==> config.mk <==
export PLATFORM = sky130hd
export DESIGN_NAME = if_id_hazard
export DESIGN_NICKNAME = d
export VERILOG_FILES = /design/src/rtl/riscv_pkg.sv /design/src/rtl/hazard_detect.sv /design/src/rtl/if_id_hazard.sv
export SDC_FILE = /design/constraint.sdc
export NUM_CORES = 1
export LEC_CHECK = 0
export BUFFER_PORTS_ARGS = -buffer_cell sky130_fd_sc_hd__buf_2
export CAP_MARGIN = 20
export CORE_MARGIN = 2
export CORE_UTILIZATION = 25
export CTS_CLUSTER_DIAMETER = 30
export DETAILED_ROUTE_END_ITERATION = 7
export GPL_TIMING_DRIVEN = 0
export PLACE_DENSITY_LB_ADDON = 0.25
export SLEW_MARGIN = 20
export SYNTH_ARGS = -nofsm -noshare
export SYNTH_HDL_FRONTEND = slang
export SYNTH_SLANG_ARGS = --single-unit
==> constraint.sdc <==
create_clock -name clk -period 2.1 [get_ports clk]
set_input_delay 0.42 -clock clk [delete_from_list [all_inputs] [get_ports clk]]
set_output_delay 0.42 -clock clk [all_outputs]
set_load 0.02 [all_outputs]
==> src/rtl/riscv_pkg.sv <==
// Shared RISC-V pipeline definitions: NOP encoding, opcode values, field slices
// and the per-cycle action of the IF/ID register.
package riscv_pkg;

  localparam logic [31:0] NOP_INSTR = 32'h0000_0013;

  localparam logic [6:0] OP_R     = 7'b0110011;
  localparam logic [6:0] OP_S     = 7'b0100011;
  localparam logic [6:0] OP_SB    = 7'b1100011;
  localparam logic [6:0] OP_LUI   = 7'b0110111;
  localparam logic [6:0] OP_AUIPC = 7'b0010111;
  localparam logic [6:0] OP_JAL   = 7'b1101111;

  localparam int OPC_LSB = 0;
  localparam int OPC_MSB = 6;
  localparam int RS1_LSB = 15;
  localparam int RS1_MSB = 19;
  localparam int RS2_LSB = 20;
  localparam int RS2_MSB = 24;

  typedef enum logic [1:0] {
    ST_RUN   = 2'd0,
    ST_STALL = 2'd1,
    ST_FLUSH = 2'd2
  } ifid_op_e;

  function automatic logic uses_rs1(input logic [6:0] opcode);
    logic r;
    case (opcode)
      OP_LUI, OP_AUIPC, OP_JAL: r = 1'b0;
      default:                  r = 1'b1;
    endcase
    return r;
  endfunction

  function automatic logic uses_rs2(input logic [6:0] opcode);
    logic r;
    case (opcode)
      OP_R, OP_S, OP_SB: r = 1'b1;
      default:           r = 1'b0;
    endcase
    return r;
  endfunction

endpackage

==> src/rtl/hazard_detect.sv <==
// Load-use hazard detector: flags when the instruction held in IF/ID reads a
// register that the load currently in ID/EX has not yet produced.
module hazard_detect
  import riscv_pkg::*;
(
  input  logic [31:0] instruction_store,
  input  logic        valid_store,
  input  logic        IDEX_MemRead,
  input  logic [4:0]  IDEX_rd,
  output logic        hazard
);

  logic [6:0] w_opcode;
  logic [4:0] w_rs1;
  logic [4:0] w_rs2;
  logic       w_rs1_hit;
  logic       w_rs2_hit;
  logic       w_unused_bits;

  assign w_opcode      = instruction_store[OPC_MSB:OPC_LSB];
  assign w_rs1         = instruction_store[RS1_MSB:RS1_LSB];
  assign w_rs2         = instruction_store[RS2_MSB:RS2_LSB];
  assign w_unused_bits = ^{instruction_store[31:25], instruction_store[14:7]};

  // Source-match terms; x0 is never a real dependency.
  always_comb begin
    w_rs1_hit = 1'b0;
    w_rs2_hit = 1'b0;
    if (IDEX_rd != 5'd0) begin
      w_rs1_hit = uses_rs1(w_opcode) && (IDEX_rd == w_rs1);
      w_rs2_hit = uses_rs2(w_opcode) && (IDEX_rd == w_rs2);
    end else begin
      w_rs1_hit = 1'b0;
      w_rs2_hit = 1'b0;
    end
  end

  assign hazard = valid_store & IDEX_MemRead & (w_rs1_hit | w_rs2_hit);

endmodule

==> src/rtl/if_id_hazard.sv <==
// IF/ID pipeline register with load-use stall, branch flush and saturating
// stall/flush event counters. State advances on the falling clock edge.
module if_id_hazard #(
  parameter int          CNT_W     = 16,
  parameter logic [31:0] NOP_INSTR = riscv_pkg::NOP_INSTR
) (
  input  logic             clk,
  input  logic             reset_n,
  input  logic [63:0]      PC_addr,
  input  logic [31:0]      instruction,
  input  logic             IDEX_MemRead,
  input  logic [4:0]       IDEX_rd,
  input  logic             branch_taken,
  output logic [63:0]      PC_addr_store,
  output logic [31:0]      instruction_store,
  output logic             valid_store,
  output logic             PC_write,
  output logic             ctrl_bubble,
  output logic [CNT_W-1:0] stall_cnt,
  output logic [CNT_W-1:0] flush_cnt
);
  import riscv_pkg::*;

  logic [63:0]      r_pc;
  logic [31:0]      r_instr;
  logic             r_valid;
  logic [CNT_W-1:0] r_stall_cnt;
  logic [CNT_W-1:0] r_flush_cnt;
  logic             w_hazard;
  ifid_op_e         w_op;

  hazard_detect u_hazard_detect (
    .instruction_store (r_instr),
    .valid_store       (r_valid),
    .IDEX_MemRead      (IDEX_MemRead),
    .IDEX_rd           (IDEX_rd),
    .hazard            (w_hazard)
  );

  // Select this cycle's action; a taken branch overrides any stall.
  always_comb begin
    w_op = ST_RUN;
    if (branch_taken) begin
      w_op = ST_FLUSH;
    end else if (w_hazard) begin
      w_op = ST_STALL;
    end else begin
      w_op = ST_RUN;
    end
  end

  // Pipeline register and event counters, updated on the falling edge.
  always_ff @(negedge clk or negedge reset_n) begin
    if (!reset_n) begin
      r_pc        <= 64'd0;
      r_instr     <= NOP_INSTR;
      r_valid     <= 1'b0;
      r_stall_cnt <= {CNT_W{1'b0}};
      r_flush_cnt <= {CNT_W{1'b0}};
    end else begin
      case (w_op)
        ST_FLUSH: begin
          r_pc    <= PC_addr;
          r_instr <= NOP_INSTR;
          r_valid <= 1'b0;
          if (r_flush_cnt != {CNT_W{1'b1}}) begin
            r_flush_cnt <= r_flush_cnt + {{(CNT_W-1){1'b0}}, 1'b1};
          end
        end
        ST_STALL: begin
          if (r_stall_cnt != {CNT_W{1'b1}}) begin
            r_stall_cnt <= r_stall_cnt + {{(CNT_W-1){1'b0}}, 1'b1};
          end
        end
        ST_RUN: begin
          r_pc    <= PC_addr;
          r_instr <= instruction;
          r_valid <= 1'b1;
        end
        default: begin
          r_pc    <= r_pc;
          r_instr <= r_instr;
          r_valid <= r_valid;
        end
      endcase
    end
  end

  assign PC_write    = ~w_hazard | branch_taken;
  assign ctrl_bubble = w_hazard | ~r_valid | branch_taken;

  assign PC_addr_store     = r_pc;
  assign instruction_store = r_instr;
  assign valid_store       = r_valid;
  assign stall_cnt         = r_stall_cnt;
  assign flush_cnt         = r_flush_cnt;

endmodule

Word-level counts from Yosys, hierarchy flattened

Index checks and enable logic that the tools add are counted.

Register bits: 129
Latch bits: 0
Memory bits (writable): 0
Memory bits (read-only): 0
Output and inout port bits: 131
Logic and storage cells: 47
Memories: 0

Add/subtract/negate cells: 2
Multipliers: 0
Div/mod/pow operators: 0
Magnitude comparators: 0
Eq/ne operators: 12
Shift operators: 0
Mux-type cells: 10
Bitwise gates (word level): 8
Reduce and logical (&&, ||, !) cells: 10

Operators with widths:

| cell                    | number |
|---|---|
| $pmux W32 S2            | 1 |
| $add A16 B1 Y16 const B | 2 |
| $ne A16 B16 Y1 const B  | 2 |
| $eq A7 B6 Y1 const B    | 3 |
| $eq A7 B7 Y1 const B    | 2 |
| $eq A5 B5 Y1            | 2 |
| $eq A7 B5 Y1 const B    | 1 |
| $mux W1                 | 7 |
| $reduce_or A3 Y1        | 2 |
| $reduce_bool A5 Y1      | 1 |
| $or A1 B1 Y1            | 4 |
| $reduce_and A2 Y1       | 2 |
| $and A1 B1 Y1           | 2 |
| $eq A2 B1 Y1 const B    | 1 |
| $eq A2 B2 Y1 const B    | 1 |
| $logic_and A1 B1 Y1     | 2 |
| $logic_not A2 Y1        | 1 |
| $mux W2                 | 1 |
| $not A1 Y1              | 2 |
| $pmux W1 S2             | 1 |
| $reduce_bool A2 Y1      | 1 |
| $reduce_or A2 Y1        | 1 |

Logic depth before layout (Yosys ltp)

Gate-level depths: netlist (run 1).

Word-level depth: 12
Depth in mapped cells: 9

Hierarchy

A second synthesis (run 1) with hierarchy kept.

Cells, all modules: 410
Area, all modules: 5343.9 um^2

By module, submodules not included:

| module        | times used | cells an instance | area an instance (um^2) | seq. area each (um^2) |
|---|---|---|---|---|
| if_id_hazard  | 1          | 387               | 5154.9                  | 3231.8 |
| hazard_detect | 1          | 23                | 188.9                   | 0.0 |

==> metrics.txt, run 1 <==
outcome finished with violations; failing checks setup timing; Worst Hold Class reg -> reg; number of max-cap violations 0; post-route antenna net violation count 0; drc violations 0; Syn. warnings 0; mapped cell area 0.00525 mm²; Congestion Overflow GR 0; clock slew at reported path FFs 40 ps; share of layout cells above drive strength 1 65.7%; Initial Utilization 25.2%; Die W 149 µm; Worst Skew 48.0 ps; top sig layer met5; Synth cell types 34; sequential share of the synthesized area 61.5%; Die Ht 149 µm; DRT iter0 DRCs 90; Area contributors post-synth dfrtn_1 60%, mux2_2 12%, a22o_1 4.8%; first-pass GRT wire length 25,100 µm; dpl hpwl 10,700 µm; most frequent cells in the layout 148 x buf_6, 126 x dfrtn_1, 102 x buf_2, 79 x buf_4, 50 x mux2_2; dominant cell type by area after synthesis dfrtn_1; Power Density 749 mW/mm²; Cells after Synth 371; Core ar. 0.0208 mm²; die area 0.0222 mm²; Crit Reg-Reg Startpoint instruction_store[4]; CTS Hold Bufs 0; Hold Crit Start PC_addr_store[58]; area delta synth->final 84.6%; setup total negative slack -176,520 ps; overall power 0.00727 W; Num CTS Buffers 17; worst slack, placed -1500 ps; Finish-stage setup viols 243; vias in the first global route 4,802; drt first pass iters 4; Leakage 4.68 nW; Avg Cell Area, Syn 14.2 µm²; final worst setup slack -1530 ps; GP Congestion 0.741; R2R depth 13; largest net degree at the start of global routing 71; Final #Nets 841; met2 wire len 8350 µm; Detail Route met3 WL 955 µm; vias per cell 4.32; io pins 236; WL/cell 16.1 µm; DR vias 4,410; CTS tree yes; endpoint class of the critical path flop; most common cell after layout, fill and taps aside buf_6; clock tree root buffer cell clkbuf_16; multi-input logic area 0.00211 mm²; RSZ-0062 raised after global routing yes; Buffers on Ports 235; startpoint types primary input; hold depth 1; met1 WL 6870 µm; final WL 16,400 µm; Worst EP required 1280 ps; Worst Tran Pin Value 482 ps; H-Tree Depth 4; initial antenna violation count 1; Slew Limit Headroom 67.9%; Ant. Diodes 0; Seq. cell area 0.00323 mm²; Slew Limit Fails 0; WHS Endpoint PC_addr_store[58]; syn_nets 478; Crit Path Class in -> reg; synthesis-stage register bit count 129; filler cell count 1,895; num rows 53; clk_lat worst skew 430 ps; Arrival @ worst endpoint 2810 ps; global-route usage over all layers 14.7%; clk buf depth 2; VDD IR max 466 µV; Synth top area share 60.0%; Final Hold Viols 0; Worst Path Max Fanout 5; reg-to-reg setup timing slack -690 ps; Sink Count 129; endpoint of the worst register-to-register path PC_addr_store[39]
[cell families (layout without fill, tap and decap cells)]
group	Yosys count	after routing	share of synthesized area [%]
flip-flops	129	129	61.5
XOR/XNOR	37	37	6.17
buffers and inverters	21	396	2.33
AND/OR/NAND/NOR	73	73	7.53
AO/OA/AOI/OAI	42	42	6.69
multiplexers	67	67	15.3
adder cells (fa/ha/maj)	2	2	0.476
[per-layer routing]
layer | GRT usage [%] | up-vias
met4 | 4.81 | 2
met1 | 18.2 | 2172
met2 | 24.5 | 142
li1 | - | 2074
met3 | 4.43 | 20
met5 | 0 | -
[worst max-delay path, cell delays in order]
cell,delay [ps]
buf_8,100
or3_1,360
o311a_1,360
o2111a_2,210
buf_4,150
buf_6,100
buf_6,100
buf_6,100
buf_6,100
buf_6,100
buf_6,120
buf_12,150
buf_8,130
mux2_4,290
[synth_stat cells]
library cell and count:
a21oi_1 4, a22o_1 29, a31oi_1 1, and2_1 2, and3_1 6, and4_1 2, and4b_1 1, and4bb_2 1
buf_2 11, buf_6 4, clkbuf_1 2, dfrtn_1 126, dfstp_2 3, ha_1 2, inv_1 4, mux2_2 54
mux2_4 13, nand2_1 16, nand3_1 15, nand4_1 10, nor2_1 5, nor2b_1 1, nor3_1 6, nor3b_1 2
nor4_1 3, o2111a_1 1, o2111ai_1 1, o211ai_1 1, o21a_1 1, o22a_1 3, o311a_1 1, or3_1 3
xnor2_1 24, xor2_1 13
[cell type report]
cell class,instances,share of cell area (%)
clock inverter,13,1.48
inverter,3,0.245
tap,275,3.55
buffer,14,1.86
multi-input combinational,221,21.8
timing repair buffer,345,32.9
sequential,129,33.3
clock buffer,21,4.85
[where the power goes]
part	switching (W)	internal (W)
clock network	0.00111	0.00195
registers	0.000139	0.00269
logic	0.000615	0.000762
[metrics by stage]
step	area [µm²]	std cells	util, %	hold WS, ps
floorplan	5320	371	-	496
global placement	6840	881	32.9	415
detailed placement	6880	882	33.0	411
CTS	9440	1000	45.3	479
global route	9700	1021	46.6	487
finish	9700	1021	46.6	474
[what timing repair did]
| item | 4_1_cts | 5_1_grt |
|---|---|---|
| pin swaps | 33 | 15 |
| gates resized for setup | 350 | 25 |
| setup endpoints to repair | 249 | 248 |
| gates cloned | 9 | 1 |
| setup buffers | 77 | 26 |
[worst max-delay path by stage]
stage	from	endpoint	slack, ps
2_1_floorplan	instruction_store[1]	PC_write	-1090
6_report	IDEX_rd[0]	PC_addr_store[39]	-1530
5_1_grt	instruction_store[1]	PC_write	-1620
3_3_place_gp	reset_n	stall_cnt[1]	-1970
4_1_cts	instruction_store[0]	PC_write	-1620
3_5_place_dp	instruction_store[1]	PC_write	-1500
[registers in the layout, indices dropped and copies added, names as in the netlist]
| register | flops |
|---|---|
| instruction_store | 32 |
| stall_cnt | 16 |
| PC_addr_store | 64 |
| flush_cnt | 16 |
| valid_store | 1 |
Power figures use the tool's default switching activity.
==> run 2, diff against run 1 <==
==> constraint.sdc (replaced) <==
create_clock -name clk -period 2.1 [get_ports clk]
set_input_delay 0.105 -clock clk [delete_from_list [all_inputs] [get_ports clk]]
set_output_delay 0.105 -clock clk [all_outputs]
set_load 0.02 [all_outputs]
==> metrics.txt, run 2 (same netlist as run 1, synthesis figures left out) <==
num rows 53; Congestion Overflow GR 0; VDD IR max 442 µV; clk_lat worst skew 430 ps; Worst Hold Class reg -> reg; global-route usage over all layers 12.7%; most frequent cells in the layout 192 x buf_2, 126 x dfrtn_1, 53 x mux2_2, 41 x buf_6, 29 x a22o_1; Finished Layout Cells 928; Sink Count 129; dpl hpwl 10,500 µm; largest net degree at the start of global routing 89; WL/cell 15.6 µm; Crit Path Class reg -> out; share of layout cells above drive strength 1 59.3%; Buffers on Ports 235; worst slack, placed -1210 ps; worst hold margin 442 ps; initial antenna violation count 0; number of max-cap violations 0; first-pass GRT wire length 21,800 µm; Core ar. 0.0208 mm²; max reg flops 64; utilization after layout 38.8%; DR vias 4,063; Crit Reg-Reg Startpoint instruction_store[1]; final worst setup slack -1180 ps; Ant. Diodes 0; Slew Limit Fails 0; startpoint types flop; vias per cell 4.38; most common cell after layout, fill and taps aside buf_2; failing checks setup timing; Worst EP required 2000 ps; outcome finished with violations; worst setup path startpoint instruction_store[1]; Leakage 3.89 nW; clock tree root buffer cell clkbuf_16; GP Congestion 0.767; H-Tree Depth 4; area delta synth->final 53.7%; Worst Skew 54.7 ps; endpoint class of the critical path output pin; Worst Path Max Fanout 10; Initial Utilization 25.2%; Final #Nets 747; clock slew at reported path FFs 40 ps; reg-to-reg setup timing slack -250 ps; Final Hold Viols 0; clk buf depth 2; Num CTS Buffers 17; DRT iter0 DRCs 118; R2R depth 9; RSZ-0062 raised after global routing yes; Die W 149 µm; Finish-stage setup viols 234; Arrival @ worst endpoint 3180 ps; Hold Crit Start stall_cnt[9]; Worst Tran Pin Value 462 ps; vias in the first global route 4,177; placed insts 882; Slew Limit Headroom 69.0%; Power Density 822 mW/mm²; CTS tree yes; drt first pass iters 6; Die Ht 149 µm; overall power 0.00664 W; io pins 236; hold depth 1; die area 0.0222 mm²; drc violations 0; final WL 14,500 µm; post-route antenna net violation count 0
run 2: changes by cell type in the layout (fill, tap and decap cells not counted), sizes merged:
cell,previous run,this run
clkinvlp,3,1
buf,357,260
inv,6,12
bufinv,3,1
clkinv,4,6
run 2: timing repair:
item,CTS,global route
setup buffers,8,2
hold endpoints to repair,0,0
endpoints found under the setup margin,243,248
gates cloned,0,3
resized for setup,91,71
pin swaps,6,5
hold buffers,0,0
run 2: final timing paths:
kind,end
max,ctrl_bubble
min,stall_cnt[9]
max reg2reg,PC_addr_store[1]
min reg2reg,stall_cnt[9]
max in group asynchronous,instruction_store[0]
min in group asynchronous,PC_addr_store[10]
run 2: power breakdown:
part	internal, W	switching [W]
Combinational	0.000477	0.000495
Sequential	0.00269	0.000172
Clock	0.00165	0.00115
Total	0.00482	0.00182
run 2: critical path, cell delays in order, from the launching register on:
cell	delay, ps
dfstp_2	520
and2_4	140
nand4_1	140
nor4_2	210
o211ai_1	170
and2_4	200
buf_8	130
nand2_2	70
buf_6	110
run 2: final cells by class:
class | count | area, µm²
Buffer | 16 | 240
Clock inverter | 17 | 139
Timing Repair Buffer | 249 | 1670
Clock buffer | 18 | 429
Fill cell | 2037 | 12700
Sequential cell | 129 | 3230
Tap cell | 275 | 344
Multi-Input combinational cell | 221 | 2000
Inverter | 3 | 18.8
run 2: layer usage:
metal / up-vias / global-route usage [%] / wire length (µm)
li1: 1879 / - / -
met1: 2033 / 16.0 / 6110
met2: 135 / 20.6 / 7210
met3: 16 / 3.70 / 891
met4: 0 / 4.86 / 288
met5: - / 0 / 0
run 2: metrics by stage:
step           cell area [µm²]  TNS, ps
2_1_floorplan             5270   -66650
3_3_place_gp              6790  -324600
3_5_place_dp              6820  -109780
4_1_cts                   7740   -72270
5_1_grt                   8070   -83560
6_report                  8070   -72350
